### config.mk
export PLATFORM = sky130hd
export DESIGN_NAME = mem_arbiter_flat
export DESIGN_NICKNAME = d
export VERILOG_FILES = /design/src/rtl/mem_arbiter_pkg.sv /design/src/rtl/mem_arbiter_if.sv /design/src/rtl/flopenr.sv /design/src/rtl/mem_arbiter.sv /design/src/flat_wrapper.sv
export SDC_FILE = /design/constraint.sdc
export NUM_CORES = 1
export LEC_CHECK = 0
export ABC_CLOCK_PERIOD_IN_PS = 2400
export BUFFER_PORTS_ARGS = -buffer_cell sky130_fd_sc_hd__buf_2
export CORE_AREA = 2 2 104 106
export DETAILED_ROUTE_END_ITERATION = 8
export DIE_AREA = 0 0 106 108
export GPL_TIMING_DRIVEN = 0
export PLACE_DENSITY = 0.72
export SLEW_MARGIN = 20
export SYNTH_ARGS = -nofsm -noshare
export SYNTH_HDL_FRONTEND = slang
export SYNTH_HIERARCHICAL = 1
export SYNTH_SLANG_ARGS = --single-unit
### constraint.sdc
create_clock -name clk -period 2.4 [get_ports clk]
set_input_delay 0.24 -clock clk [delete_from_list [all_inputs] [get_ports clk]]
set_output_delay 0.24 -clock clk [all_outputs]
set_load 0.02 [all_outputs]
### src/rtl/mem_arbiter_pkg.sv
// Shared types for the unified-memory arbiter.
package mem_arb_pkg;

  typedef enum logic [1:0] {
    IDLE  = 2'd0,
    IBUSY = 2'd1,
    DBUSY = 2'd2
  } arb_state_t;

  function automatic logic isBusy(arb_state_t s);
    return s != IDLE;
  endfunction

endpackage

### src/rtl/mem_arbiter_if.sv
// Request/ack bus between the arbiter (master) and the single-port memory (slave).
interface mem_arbiter_if #(
  parameter int unsigned AW = 32,
  parameter int unsigned DW = 32
) ();

  logic          req;
  logic          we;
  logic [AW-1:0] addr;
  logic [DW-1:0] wdata;
  logic [DW-1:0] rdata;
  logic          ack;

  modport master (output req, we, addr, wdata, input rdata, ack);
  modport slave  (input req, we, addr, wdata, output rdata, ack);

endinterface

### src/rtl/flopenr.sv
// Enabled flop with synchronous active-high reset.
module flopenr #(
  parameter int unsigned WIDTH = 8
) (
  input  logic             clk,
  input  logic             reset,
  input  logic             en,
  input  logic [WIDTH-1:0] d,
  output logic [WIDTH-1:0] q
);

  always_ff @(posedge clk) begin
    if (reset)   q <= '0;
    else if (en) q <= d;
  end

endmodule

### src/rtl/mem_arbiter.sv
// Arbitrates fetch (I) and memory-stage (D) accesses onto one single-port memory,
// with stall generation and a watchdog that aborts accesses whose ack never arrives.
module mem_arbiter
  import mem_arb_pkg::*;
#(
  parameter int unsigned AW      = 32,
  parameter int unsigned DW      = 32,
  parameter int unsigned TIMEOUT = 16
) (
  input  logic          clk,
  input  logic          reset,
  input  logic          ifreq,
  input  logic [AW-1:0] ifaddr,
  output logic [DW-1:0] ifrdata,
  output logic          ifdone,
  input  logic          dreq,
  input  logic          dwe,
  input  logic [AW-1:0] daddr,
  input  logic [DW-1:0] dwdata,
  output logic [DW-1:0] drdata,
  output logic          ddone,
  mem_arbiter_if.master mem,
  output logic          stallF,
  output logic          stallM,
  output logic          err
);

  localparam int unsigned CW = (TIMEOUT > 2) ? $clog2(TIMEOUT) : 1;

  arb_state_t    state;
  arb_state_t    stateNext;
  logic [CW-1:0] wdCount;
  logic          busy;
  logic          abort;
  logic          accDone;
  logic          capI;
  logic          capD;
  logic          reqQ;
  logic          errQ;

  // An access finishes on ack or when the watchdog expires.
  assign busy    = isBusy(state);
  assign abort   = busy && !mem.ack && (wdCount == CW'(TIMEOUT - 1));
  assign accDone = busy && (mem.ack || abort);

  always_ff @(posedge clk) begin
    if (reset) state <= IDLE;
    else       state <= stateNext;
  end

  // D wins from IDLE; on completion the other port is served next so neither starves.
  always_comb begin
    stateNext = state;
    unique case (state)
      IDLE: begin
        if (dreq)       stateNext = DBUSY;
        else if (ifreq) stateNext = IBUSY;
      end
      IBUSY: if (accDone) stateNext = dreq  ? DBUSY : IDLE;
      DBUSY: if (accDone) stateNext = ifreq ? IBUSY : IDLE;
      default: stateNext = IDLE;
    endcase
  end

  always_comb begin
    ifdone  = 1'b0;
    ddone   = 1'b0;
    ifrdata = '0;
    drdata  = '0;
    capI    = (stateNext == IBUSY) && (state != IBUSY);
    capD    = (stateNext == DBUSY) && (state != DBUSY);
    if (!reset && accDone) begin
      if (state == IBUSY) begin
        ifdone  = 1'b1;
        ifrdata = mem.ack ? mem.rdata : '0;
      end else begin
        ddone  = 1'b1;
        drdata = mem.ack ? mem.rdata : '0;
      end
    end
  end

  always_ff @(posedge clk) begin
    if (reset) reqQ <= 1'b0;
    else       reqQ <= isBusy(stateNext);
  end

  flopenr #(.WIDTH(AW)) addrReg (
    .clk(clk), .reset(reset), .en(capI || capD),
    .d(capD ? daddr : ifaddr), .q(mem.addr)
  );

  flopenr #(.WIDTH(1)) weReg (
    .clk(clk), .reset(reset), .en(capI || capD),
    .d(capD && dwe), .q(mem.we)
  );

  flopenr #(.WIDTH(DW)) wdataReg (
    .clk(clk), .reset(reset), .en(capD),
    .d(dwdata), .q(mem.wdata)
  );

  // Count restarts whenever a new access begins (from IDLE or back-to-back).
  always_ff @(posedge clk) begin
    if (reset)                 wdCount <= '0;
    else if (!busy || accDone) wdCount <= '0;
    else                       wdCount <= wdCount + CW'(1);
  end

  always_ff @(posedge clk) begin
    if (reset)      errQ <= 1'b0;
    else if (abort) errQ <= 1'b1;
  end

  assign mem.req = reqQ;
  assign err     = errQ;
  assign stallF  = ifreq & ~ifdone;
  assign stallM  = dreq & ~ddone;

endmodule
### src/flat_wrapper.sv
// flat-port wrapper written by rule: the top's interface ports become plain ports
module mem_arbiter_flat import mem_arb_pkg::*;
#(
  parameter int unsigned AW      = 32,
  parameter int unsigned DW      = 32,
  parameter int unsigned TIMEOUT = 16
)
  (clk, reset, ifreq, ifaddr, ifrdata, ifdone, dreq, dwe, daddr, dwdata, drdata, ddone, stallF, stallM, err, mem_req, mem_we, mem_addr, mem_wdata, mem_rdata, mem_ack);
  mem_arbiter_if #(.AW(AW), .DW(DW)) mem_i ();
  input  logic clk;
  input  logic reset;
  input  logic ifreq;
  input  logic [AW-1:0] ifaddr;
  output logic [DW-1:0] ifrdata;
  output logic ifdone;
  input  logic dreq;
  input  logic dwe;
  input  logic [AW-1:0] daddr;
  input  logic [DW-1:0] dwdata;
  output logic [DW-1:0] drdata;
  output logic ddone;
  output logic stallF;
  output logic stallM;
  output logic err;
  output wire logic [$bits(mem_i.req)-1:0] mem_req;
  output wire logic [$bits(mem_i.we)-1:0] mem_we;
  output wire logic [$bits(mem_i.addr)-1:0] mem_addr;
  output wire logic [$bits(mem_i.wdata)-1:0] mem_wdata;
  input wire logic [$bits(mem_i.rdata)-1:0] mem_rdata;
  input wire logic [$bits(mem_i.ack)-1:0] mem_ack;
  assign mem_req = mem_i.req;
  assign mem_we = mem_i.we;
  assign mem_addr = mem_i.addr;
  assign mem_wdata = mem_i.wdata;
  assign mem_i.rdata = mem_rdata;
  assign mem_i.ack = mem_ack;
  mem_arbiter #(.AW(AW), .DW(DW), .TIMEOUT(TIMEOUT)) u_core (.clk(clk), .reset(reset), .ifreq(ifreq), .ifaddr(ifaddr), .ifrdata(ifrdata), .ifdone(ifdone), .dreq(dreq), .dwe(dwe), .daddr(daddr), .dwdata(dwdata), .drdata(drdata), .ddone(ddone), .mem(mem_i), .stallF(stallF), .stallM(stallM), .err(err));
endmodule
# [Word-level counts from Yosys, hierarchy flattened]
# Index checks and enable logic that the tools add are counted.
[word_totals] mem_bits_ro=0 in_bits=134 regBits=73 output_inout_bits=135 mem_bits_rw=0 latchBits=0 mem_count=0
[classes] mux=17 eq_ne=7 bitwise_logic=4 n_shift=0 n_div=0 addsub=1 mul=0 reduce_logical=17 n_lt_le_gt_ge=0
[ops] cell="2-to-1 mux 32 bit" count=6
[ops] cell="2-to-1 mux 2 bit" count=5
[ops] cell="logical AND 1 bit" count=7
[ops] cell="case mux 2 bit (3 select lines)" count=1
[ops] cell="2-to-1 mux 1 bit" count=5
[ops] cell="adder 4 x 1 -> 4 bit, second input constant" count=1
[ops] cell="== test 2 x 1 -> 1 bit, second input constant" count=2
[ops] cell="== test 2 bit, second input constant" count=2
[ops] cell="== test 4 bit, second input constant" count=1
[ops] cell="nonzero test 2 bit" count=2
[ops] cell="logical NOT 1 bit" count=3
[ops] cell="logical OR 1 bit" count=3
[ops] cell="AND 1 bit" count=2
[ops] cell="logical NOT 2 bit" count=1
[ops] cell="inequality test 2 x 1 -> 1 bit, second input constant" count=1
[ops] cell="inequality test 2 bit, second input constant" count=1
[ops] cell="inverter 1 bit" count=2
[ops] cell="OR reduction 2 bit" count=1

# [Longest topological paths before layout]
# Gate-level depths: netlist of run 1.
[depth] depth_word=10 ltp_mapped=8

# [Hierarchy]
# The synthesis of run 1 kept the hierarchy.
[modules_own_cells] module="flopenr (u_core.addrReg ...)" cells_per_inst=103 instances=2 area_per_inst_um2=1163.6
[modules_own_cells] module="mem_arbiter" cells_per_inst=159 instances=1 area_per_inst_um2=1287.5
[modules_own_cells] module="flopenr (u_core.weReg)" cells_per_inst=3 instances=1 area_per_inst_um2=33.8

# [Worst setup path after synthesis of run 1]
# No wires, ideal clock.
[synth_timing] path_kind="register to register" start="reg u_core.wdCount[0]" end="reg u_core.wdataReg.q[0]" path_buffers=3 t_arrival_ns=1.641 slack_ns=0.631 stages_incl_launch_ff=9 t_required_ns=2.272 setup_time_ns=0.128 synth_period_minus_slack_ns=1.769 path_cell_list="dfxtp_1 > ha_1 > a31oi_4 > a21boi_4 > buf_6 > buf_6 > buf_12 > mux2i_1 > nor2_1"
[synth_between] elab_chain_len=8
[synth_lines] item="start: declaration" line="mem_arbiter.sv:32" source="logic [CW-1:0] wdCount;"
[synth_lines] item="start signal: assignment" line="mem_arbiter.sv:107" source="else wdCount <= wdCount + CW'(1);"
[synth_lines] item="== test 4 bit *" line="mem_arbiter.sv:43" source="assign abort = busy && !mem.ack && (wdCount == CW'(TIMEOUT - 1));"
[synth_lines] item="logical AND 1 bit *" line="mem_arbiter.sv:43"
[synth_lines] item="logical OR 1 bit *" line="mem_arbiter.sv:44" source="assign accDone = busy && (mem.ack || abort);"
[synth_lines] item="logical AND 1 bit *" line="mem_arbiter.sv:44"
[synth_lines] item="2-to-1 mux 2 bit, on equally long branches" line="mem_arbiter.sv:60, mem_arbiter.sv:59"
[synth_lines] item="case mux 2 bit (3 select lines) *" line="mem_arbiter.sv:54" source="unique case (state)"
[synth_lines] item="== test 2 bit *" line="mem_arbiter.sv:71" source="capD = (stateNext == DBUSY) && (state != DBUSY);"
[synth_lines] item="logical AND 1 bit *" line="mem_arbiter.sv:71"
[synth_lines] item="via u_core.capD" line="mem_arbiter.sv:37" source="logic capD;"
[synth_lines] item="end signal: assignment" line="flopenr.sv:13" source="if (reset) q <= '0;"
[synth_lines] item="end signal: assignment" line="flopenr.sv:14" source="else if (en) q <= d;"
[synth_lines] item="end: declaration" line="flopenr.sv:9" source="output logic [WIDTH-1:0] q"
# The timed path passes the listed nets; every way through them passes the cells marked *.
# A chain may end at the register's enable or synchronous reset.

# [Worst setup path in the final report of run 1]
[layout_timing] start="reg u_core.state[0]" end="out ifrdata[15]"
[layout_between] elab_chain_len=7
[layout_lines] item="start: declaration" line="mem_arbiter.sv:30" source="arb_state_t state;"
[layout_lines] item="start signal: assignment" line="mem_arbiter.sv:48" source="else state <= stateNext;"
[layout_lines] item="nonzero test 2 bit" line="mem_arbiter_pkg.sv:11" source="return s != IDLE;"
[layout_lines] item="logical AND 1 bit (2 in a row)" line="mem_arbiter.sv:43"
[layout_lines] item="logical OR 1 bit" line="mem_arbiter.sv:44"
[layout_lines] item="logical AND 1 bit" line="mem_arbiter.sv:44"
[layout_lines] item="logical AND 1 bit" line="mem_arbiter.sv:72" source="if (!reset && accDone) begin"
[layout_lines] item="2-to-1 mux 32 bit *" line="mem_arbiter.sv:72"
[layout_lines] item="end: declaration" line="flat_wrapper.sv:14" source="output logic [DW-1:0] ifrdata;"
# Every way passes the cells marked *; elsewhere a longest branch is shown, timed or not.

==> flow_summary.yaml, run 1 <==
setup_path:
  crit_chain: "buf_4 > or3b_4 > nor2_4 > clkbuf_2 > and2_1 > buf_2"
  cp.required_ns: 2.16
  path_max_fanout: 10
  cp_slowest_cell: "or3b_4"
  crit_path_end_kind: "output pin"
  path_class: "register to output pin"
  arrival_ns: 1.95
  cp-start-kind: "register"
  max_stage_delay_ns: 0.43
route:
  detail_route.wl_per_cell_um: 12.9
  route.vias.total: 3529
  drc: 0
  vias_per_cell: 4.48
  wl_mm: 10.2
  drtPass1Iterations: 5
  ant_nets: 0
  drt_iter0_drc: 169
clocking:
  post_cts_buffers: 0
  cts.sinks: 73
  cts_buffer_depth: 2
  ctsResizeCount: 0
  hold_buffers: 0
  cts_root_buf: "clkbuf_8"
  clock_latency_ns: 0.34
  path_clk_slew_ns: 0.08
  cts_tree: "yes"
  cts_buffers: 9
  ctsHtreeMaxLevel: 3
sta:
  slew_viol_final: 0
  fin_tns_setup_ns: 0
  final-hold-violation-count: 0
  period_minus_slack_ns: 2.19
  rsz0062_at_grt: "no"
  final.setup.worst_slack_ns: 0.213
  report.final.setup_viol: 0
  slew-limit-headroom_pct: 70.7
  worst_pin_slew_ns: 0.436
  skew_ns: 0.0149
  period_share_pct: 91.1
  max_freq_ghz: 0.457
final_layout:
  regArea_mm2: 0.00146
  area_growth_pct: 46.9
  multi_input_area_mm2: 0.00194
  instances_no_fill: 788
  postLayoutCoreUtil_pct: 52.4
  num_antenna_cells: 0
  layout.cells.most_common_list: "269 x buf_2, 78 x nor2_1, 73 x dfxtp_1"
  layout.nets: 782
  final_common_cell: "buf_2"
  drive_gt1_share_pct: 52.1
  fillers: 958
grt:
  grt_start_max_net_pins: 20
  grt_pass1_vias: 3369
  antenna_found_initial: 0
  grt_pass1_wl_mm: 15.5
  grt_remaining_overflow: 0
  grtUsageTotal_pct: 16.8
power:
  ir_drop_uv: 382
  intPower_mw: 2.22
  combPwrFrac_pct: 27.6
  cellPowerDensity_mw_per_mm2: 598
  p_sw_mw: 0.982
  swShare_pct: 30.6
  clockPowerShare_pct: 29.8
  p_leak_nw: 2.99
  power_frac_seq_pct: 42.6
floorplan:
  pin_count: 269
  initial_core_util_pct: 35.7
  fp.dieW_um: 106
  dieHeight_um: 108
  coreArea_mm2: 0.0102
  fp-row-count: 37
  dieArea_mm2: 0.0114
yosys:
  synth_top_cells_by_area: "dfxtp_1 40%, mux2i_1 18%, and2_1 11%, mux2_2 9.9%, nor2_1 8.0%"
  ys_warn_count: 6
  ys_types: 38
  synth_top_area_share_pct: 40.1
  postSynthCellCount: 368
  synth_area_mm2: 0.00365
  synth_fp_nets: 503
  ys_ff_latch: 73
  yosys.area.top_type: "dfxtp_1"
  syn_area_per_cell_um2: 9.91
  ys_seq_area_share_pct: 40.1
placed_design:
  io_buffers: 268
  hpwl_mm: 8.31
  pre_cts_ws_ns: 0.299
  dp.cells: 772
  routabilityCongestion: 0.781
min_path:
  min_path_type: "primary input to register"
flow_run:
  maxCapViolCount: 0
status:
  status: "finished clean"
synthesized netlist by cell type:
library cell,instances
or2_2,1
clkbuf_1,9
buf_4,1
xor2_1,1
buf_12,6
a31oi_4,1
and3_1,1
a211oi_1,1
a21oi_1,2
or4_1,1
a21boi_4,1
a31oi_1,2
clkbuf_2,3
a221oi_1,1
dfxtp_1,73
o31ai_1,1
nor4_1,1
buf_2,1
inv_1,3
nor2_1,78
xnor2_1,1
buf_6,5
nand2_1,1
or4b_1,1
mux2i_1,65
and2_1,63
nor2b_1,2
ha_1,1
o22ai_1,1
nand3_1,1
nand3b_1,1
mux2_2,32
o21a_1,1
nor2_4,1
or3b_4,1
a2111oi_0,1
nand2b_1,1
and2b_1,1
cell families (layout without fill, tap and decap cells):
| kind of cell | count (synthesis) | count (layout) | share of synthesized area (%) |
|---|---|---|---|
| flops | 73 | 73 | 40.1 |
| fa+ha+maj | 1 | 1 | 0.343 |
| mux | 97 | 97 | 27.7 |
| xor+xnor | 2 | 2 | 0.480 |
| buf+inv | 28 | 312 | 6.82 |
| simple gates | 155 | 155 | 21.6 |
| compound gates | 12 | 12 | 2.98 |
registers in the layout, summed over array words and instances, names as in the netlist:
register	cells
u_core/addrReg/q	32
u_core/err	1
u_core/mem.req	1
u_core/state	2
u_core/wdCount	4
u_core/wdataReg/q	32
u_core/weReg/q	1
final cells by class:
cell class | instances | share of cell area, %
buffer | 25 | 4.50
clock buffer | 9 | 2.31
clock inverter | 7 | 1.38
inverter | 3 | 0.210
multi-input combinational | 267 | 36.1
sequential | 73 | 27.3
tap | 136 | 3.17
timing repair buffer | 268 | 25.0
worst max-delay path, delay by kind of cell (launching register included):
family / cells / cell delay, ns
DFF: 1 / 0.31
and+or+nand+nor: 3 / 0.76
buffers and inverters: 3 / 0.56
per-layer routing:
| metal | vias to the layer above | global-route usage [%] | routed length [um] |
|---|---|---|---|
| met4 | 0 | 4.79 | 137 |
| met3 | 14 | 4.28 | 596 |
| met2 | 123 | 29.2 | 5160 |
| li1 | 1783 | - | - |
| met1 | 1609 | 20.6 | 4280 |
| met5 | - | 0 | 0 |
path summary, 6_finish.rpt:
check / start / to / slack (ns) / cells after the start
worst max-delay path: u_core/state[0] / ifrdata[15] / 0.21 / 6
worst min-delay path: dwdata[1] / u_core/wdataReg/q[1] / 0.13 / 3
worst max register to register: u_core/wdCount[0] / u_core/wdataReg/q[9] / 0.34 / 8
worst min register to register: u_core/wdCount[0] / u_core/wdCount[0] / 0.46 / 1
power by group through the flow:
stage               Sequential (mW)  Clock (mW)  Combinational [mW]
floorplan                      1.51           0               0.460
global placement               1.39           0               0.871
detailed placement             1.39           0               0.890
CTS                            1.37        1.00               0.892
global route                   1.38        1.06               0.953
finish                         1.37       0.955               0.884
stage by stage:
stage          hold WS [ns]  power, mW  area (um^2)
2_1_floorplan         0.309       1.97         3650
3_3_place_gp          0.429       2.26         5160
3_5_place_dp          0.449       2.28         5160
4_1_cts               0.115       3.26         5360
5_1_grt               0.114       3.39         5360
6_report              0.134       3.20         5360
(Power assumes the default switching activity.)
==> run 2: changes to the inputs <==
ABC_CLOCK_PERIOD_IN_PS = 2600   (was 2400)
CORE_AREA = 2 2 103 105   (was 2 2 104 106)
DIE_AREA = 0 0 105 107   (was 0 0 106 108)
PLACE_DENSITY = 0.73   (was 0.72)
clock period = 2.6 ns   (was 2.4 ns; I/O delays follow)
==> flow_summary.yaml, run 2 (synthesized netlist as in run 1, its figures left out) <==
status:
  status: "finished clean"
min_path:
  min_path_type: "primary input to register"
final_layout:
  num_antenna_cells: 0
  fillers: 962
  layout.nets: 782
  drive_gt1_share_pct: 51.7
  layout.cells.most_common_list: "269 x buf_2, 78 x nor2_1, 73 x dfxtp_1"
  multi_input_area_mm2: 0.00194
  reg_top3: "u_core/addrReg/q: 32 flops, u_core/wdataReg/q: 32 flops, u_core/wdCount: 4 flops"
  postLayoutCoreUtil_pct: 52.9
  regArea_mm2: 0.00146
  area_growth_pct: 46.3
  final_common_cell: "buf_2"
setup_path:
  crit_chain: "buf_4 > or3b_4 > nor2_4 > clkbuf_2 > and2_1 > buf_2"
  cp.required_ns: 2.34
  max_stage_delay_ns: 0.43
  path_class: "register to output pin"
  critPathTopFamily: "simple AND/OR/NAND/NOR gates"
  cp_slowest_cell: "or3b_4"
  path_max_fanout: 10
  crit_path_end_kind: "output pin"
  worstPathBufferInverterCount: 3
  arrival_ns: 1.96
  cp-start-kind: "register"
floorplan:
  fp.dieW_um: 105
  dieArea_mm2: 0.0112
  initial_core_util_pct: 36.2
  dieHeight_um: 107
  fp-row-count: 37
  coreArea_mm2: 0.0101
  pin_count: 269
power:
  total_power_mw: 2.87
  cellPowerDensity_mw_per_mm2: 538
  ir_drop_uv: 321
  p_leak_nw: 2.96
placed_design:
  routabilityCongestion: 0.749
  io_buffers: 268
  hpwl_mm: 8.19
route:
  drtPass1Iterations: 4
  wl_mm: 10.3
  detail_route.wl_per_cell_um: 13.0
  drt_iter0_drc: 185
  drc: 0
  route.vias.total: 3497
  ant_nets: 0
  vias_per_cell: 4.44
clocking:
  hold_buffers: 0
  cts_buffers: 9
  ctsHtreeMaxLevel: 3
  post_cts_buffers: 0
  cts_buffer_depth: 2
  clock_latency_ns: 0.34
  ctsResizeCount: 0
  cts_root_buf: "clkbuf_8"
  cts_tree: "yes"
  cts.sinks: 73
  path_clk_slew_ns: 0.09
sta:
  final-hold-violation-count: 0
  worst_pin_slew_ns: 0.455
  period_minus_slack_ns: 2.22
  rsz0062_at_grt: "no"
  fin_tns_setup_ns: 0
  skew_ns: 0.0149
  max_freq_ghz: 0.450
  slew-limit-headroom_pct: 69.4
  slew_viol_final: 0
  report.final.setup_viol: 0
  period_share_pct: 85.5
grt:
  grt_pass1_vias: 3371
  grt_start_max_net_pins: 20
  grtUsageTotal_pct: 17.6
  antenna_found_initial: 0
  grt_remaining_overflow: 0
  grt_pass1_wl_mm: 16.2
flow_run:
  maxCapViolCount: 0
run 2: area by class of cell:
type	count	area share (%)
repair buffers	268	25.1
well taps	136	3.19
clock buffers	9	2.32
inverters	3	0.211
clock inverters	7	1.01
multi-input cells	267	36.3
flip-flops and latches	73	27.4
plain buffers	25	4.45
run 2: where the power goes:
part,internal [mW],switching [mW],leakage (nW)
Clock,0.352,0.445,0.0822
Combinational,0.388,0.428,2.28
Sequential,1.21,0.0451,0.602
run 2: worst paths after layout:
| check | startpoint | to | slack (ns) | cells after the start |
|---|---|---|---|---|
| max reg2reg | u_core/wdCount[0] | u_core/wdataReg/q[18] | 0.55 | 8 |
| max | u_core/state[0] | ifrdata[18] | 0.38 | 6 |
| min | dwdata[2] | u_core/wdataReg/q[2] | 0.15 | 3 |
| min reg2reg | u_core/wdCount[0] | u_core/wdCount[0] | 0.45 | 1 |
run 2: worst reg2reg max path, stage by stage (launching register included):
cell,delay [ns]
dfxtp_1,0.36
ha_1,0.27
a31oi_4,0.16
a21boi_4,0.36
buf_6,0.21
buf_6,0.16
buf_12,0.15
mux2i_1,0.21
nor2_1,0.06
run 2: layer usage:
layer / global-route usage, % / vias up / wire length, um
li1: - / 1780 / -
met1: 23.3 / 1581 / 4560
met2: 28.5 / 127 / 4900
met3: 4.50 / 9 / 700
met4: 4.86 / 0 / 93
met5: 0 / - / 0
run 2: metrics by stage:
stage	cells	hold slack (ns)	worst slack [ns]	area [um^2]
finish	788	0.149	0.378	5340
global placement	772	0.429	0.592	5160
floorplan	368	0.329	0.831	3650
CTS	788	0.131	0.363	5340
global route	788	0.132	0.165	5340
detailed placement	772	0.442	0.529	5160
==> run 3: changes to the inputs <==
ABC_CLOCK_PERIOD_IN_PS = 1900   (was 2600)
CAP_MARGIN = 40   (was default)
CORE_AREA = default   (was 2 2 103 105)
CORE_ASPECT_RATIO = 0.8   (was default)
CORE_MARGIN = 2   (was default)
CORE_UTILIZATION = 37   (was default)
DIE_AREA = default   (was 0 0 105 107)
PLACE_DENSITY = 0.77   (was 0.73)
clock period = 1.9 ns   (was 2.6 ns; I/O delays follow)
==> flow_summary.yaml, run 3 (synthesized netlist as in run 1, its figures left out) <==
floorplan:
  coreArea_mm2: 0.00961
  fp-row-count: 32
  pin_count: 269
  initial_core_util_pct: 38.0
  dieHeight_um: 92.8
  fp.dieW_um: 115
  dieArea_mm2: 0.0107
status:
  status: "finished, violations left"
  failed_checks: "setup timing"
final_layout:
  postLayoutCoreUtil_pct: 63.1
  layout.cells.most_common_list: "239 x buf_2, 76 x nor2_1, 70 x dfxtp_1"
  num_antenna_cells: 0
  layout.nets: 800
  reg_top3: "u_core/addrReg/q: 32 flops, u_core/wdataReg/q: 32 flops, u_core/wdCount: 4 flops"
  fillers: 786
  instances_no_fill: 789
  final_common_cell: "buf_2"
  drive_gt1_share_pct: 59.7
  area_growth_pct: 66.2
sta:
  report.final.setup_viol: 4
  slew_viol_final: 0
  slew-limit-headroom_pct: 66.0
  rsz0062_at_grt: "yes"
  timing.hold.ws_ns: 0.0936
  skew_ns: 0.00956
  max_freq_ghz: 0.525
  worst_pin_slew_ns: 0.506
  period_share_pct: 100
  final-hold-violation-count: 0
  final.setup.worst_slack_ns: -0.00348
  period_minus_slack_ns: 1.90
power:
  intPower_mw: 3.44
  clockPowerShare_pct: 38.2
  ir_drop_uv: 584
  p_sw_mw: 1.37
  combPwrFrac_pct: 25.9
  cellPowerDensity_mw_per_mm2: 794
  swShare_pct: 28.5
  power_frac_seq_pct: 35.9
  p_leak_nw: 3.25
clocking:
  cts_buffers: 9
  clock_latency_ns: 0.33
  cts_tree: "yes"
  cts_root_buf: "clkbuf_16"
  cts_buffer_depth: 2
  hold_buffers: 0
  cts.sinks: 73
  path_clk_slew_ns: 0.06
  ctsHtreeMaxLevel: 3
route:
  vias_per_cell: 4.69
  route.vias.total: 3699
  drc: 0
  wl_mm: 11.9
  detail_route.wl_per_cell_um: 15.1
  drt_iter0_drc: 111
  ant_nets: 0
  drtPass1Iterations: 4
setup_path:
  arrival_ns: 1.71
  crit_chain: "or3b_4 > nor2_4 > buf_12 > buf_8 > and2_4 > buf_6"
  worstPathBufferInverterCount: 3
  critPathTopFamily: "simple AND/OR/NAND/NOR gates"
  cp.required_ns: 1.71
  path_class: "register to output pin"
  cp_slowest_cell: "or3b_4"
  max_stage_delay_ns: 0.40
  path_max_fanout: 7
  crit_path_end_kind: "output pin"
  cp-start-kind: "register"
flow_run:
  maxCapViolCount: 0
grt:
  grt_remaining_overflow: 0
  grt_start_max_net_pins: 20
  antenna_found_initial: 0
  grt_pass1_vias: 3591
  grtUsageTotal_pct: 20.4
  grt_pass1_wl_mm: 17.2
placed_design:
  routabilityCongestion: 0.826
  io_buffers: 268
  dp.cells: 755
  hpwl_mm: 8.31
min_path:
  min_path_type: "primary input to register"
## run 3: changes by cell type in the layout (fill, tap and decap cells not counted), sizes merged
cell / delta
bufinv: +2
clkinv: -1
clkinvlp: -1
clkbuf: -3
buf: +21
## run 3: worst register-to-register path: stages (launching register included)
cell and delay [ns]:
dfxtp_2 0.36, ha_4 0.16, a31oi_4 0.12, a21boi_4 0.28
buf_12 0.16, clkbuf_16 0.14, mux2_2 0.33, mux2i_1 0.15
nor2_1 0.05
## run 3: layout make-up
cell class / count / area (um^2) / share of cell area (%)
multi-input combinational: 267 / 2070 / 34.1
timing repair buffer: 288 / 1770 / 29.2
sequential: 73 / 1470 / 24.2
buffer: 23 / 269 / 4.44
clock buffer: 9 / 225 / 3.72
tap: 119 / 149 / 2.46
clock inverter: 7 / 101 / 1.67
inverter: 3 / 11.3 / 0.186
## run 3: through the flow
step                      setup WS, ns  setup TNS, ns  total power [mW]  area (um^2)
after floorplan                  0.131              0              2.49         3650
after detailed placement        -0.201          -8.99              2.88         5140
after global routing           -0.0611          -1.44              5.03         6060
after global placement          -0.121          -4.72              2.85         5140
final                         -0.00348       -0.00909              4.81         6060
after CTS                      -0.0950          -1.85              4.79         5750
## run 3: metal layers
layer	global-route usage, %	up-vias	share of wire [%]
li1	-	1816	-
met1	25.0	1732	42
met2	34.7	137	50
met3	5.56	14	6.1
met4	6.43	0	1.3
met5	0	-	0
## run 3: worst paths after layout
check	slack (ns)	cells after the start	startpoint	endpoint
setup / recovery	-0.003	6	u_core/state[0]	ifrdata[5]
hold / removal	0.09	3	dwdata[29]	u_core/wdataReg/q[29]
setup reg to reg	0.02	8	u_core/wdCount[0]	u_core/addrReg/q[8]
hold reg to reg	0.48	2	u_core/err	u_core/err
## run 3: repair_timing
item / 4_1_cts / 5_1_grt
setup endpoints to repair: 123 / 92
buffers inserted: 6 / 9
gates cloned: 2 / 3
resized for setup: 71 / 64
pin swaps: 7 / 28
## run 3: power groups by stage
stage          Clock [mW]  Combinational, mW  Sequential, mW
5_1_grt              1.95               1.34            1.74
6_report             1.84               1.25            1.73
3_3_place_gp            0               1.10            1.75
4_1_cts              1.88               1.18            1.73
2_1_floorplan           0              0.580            1.91
3_5_place_dp            0               1.13            1.76
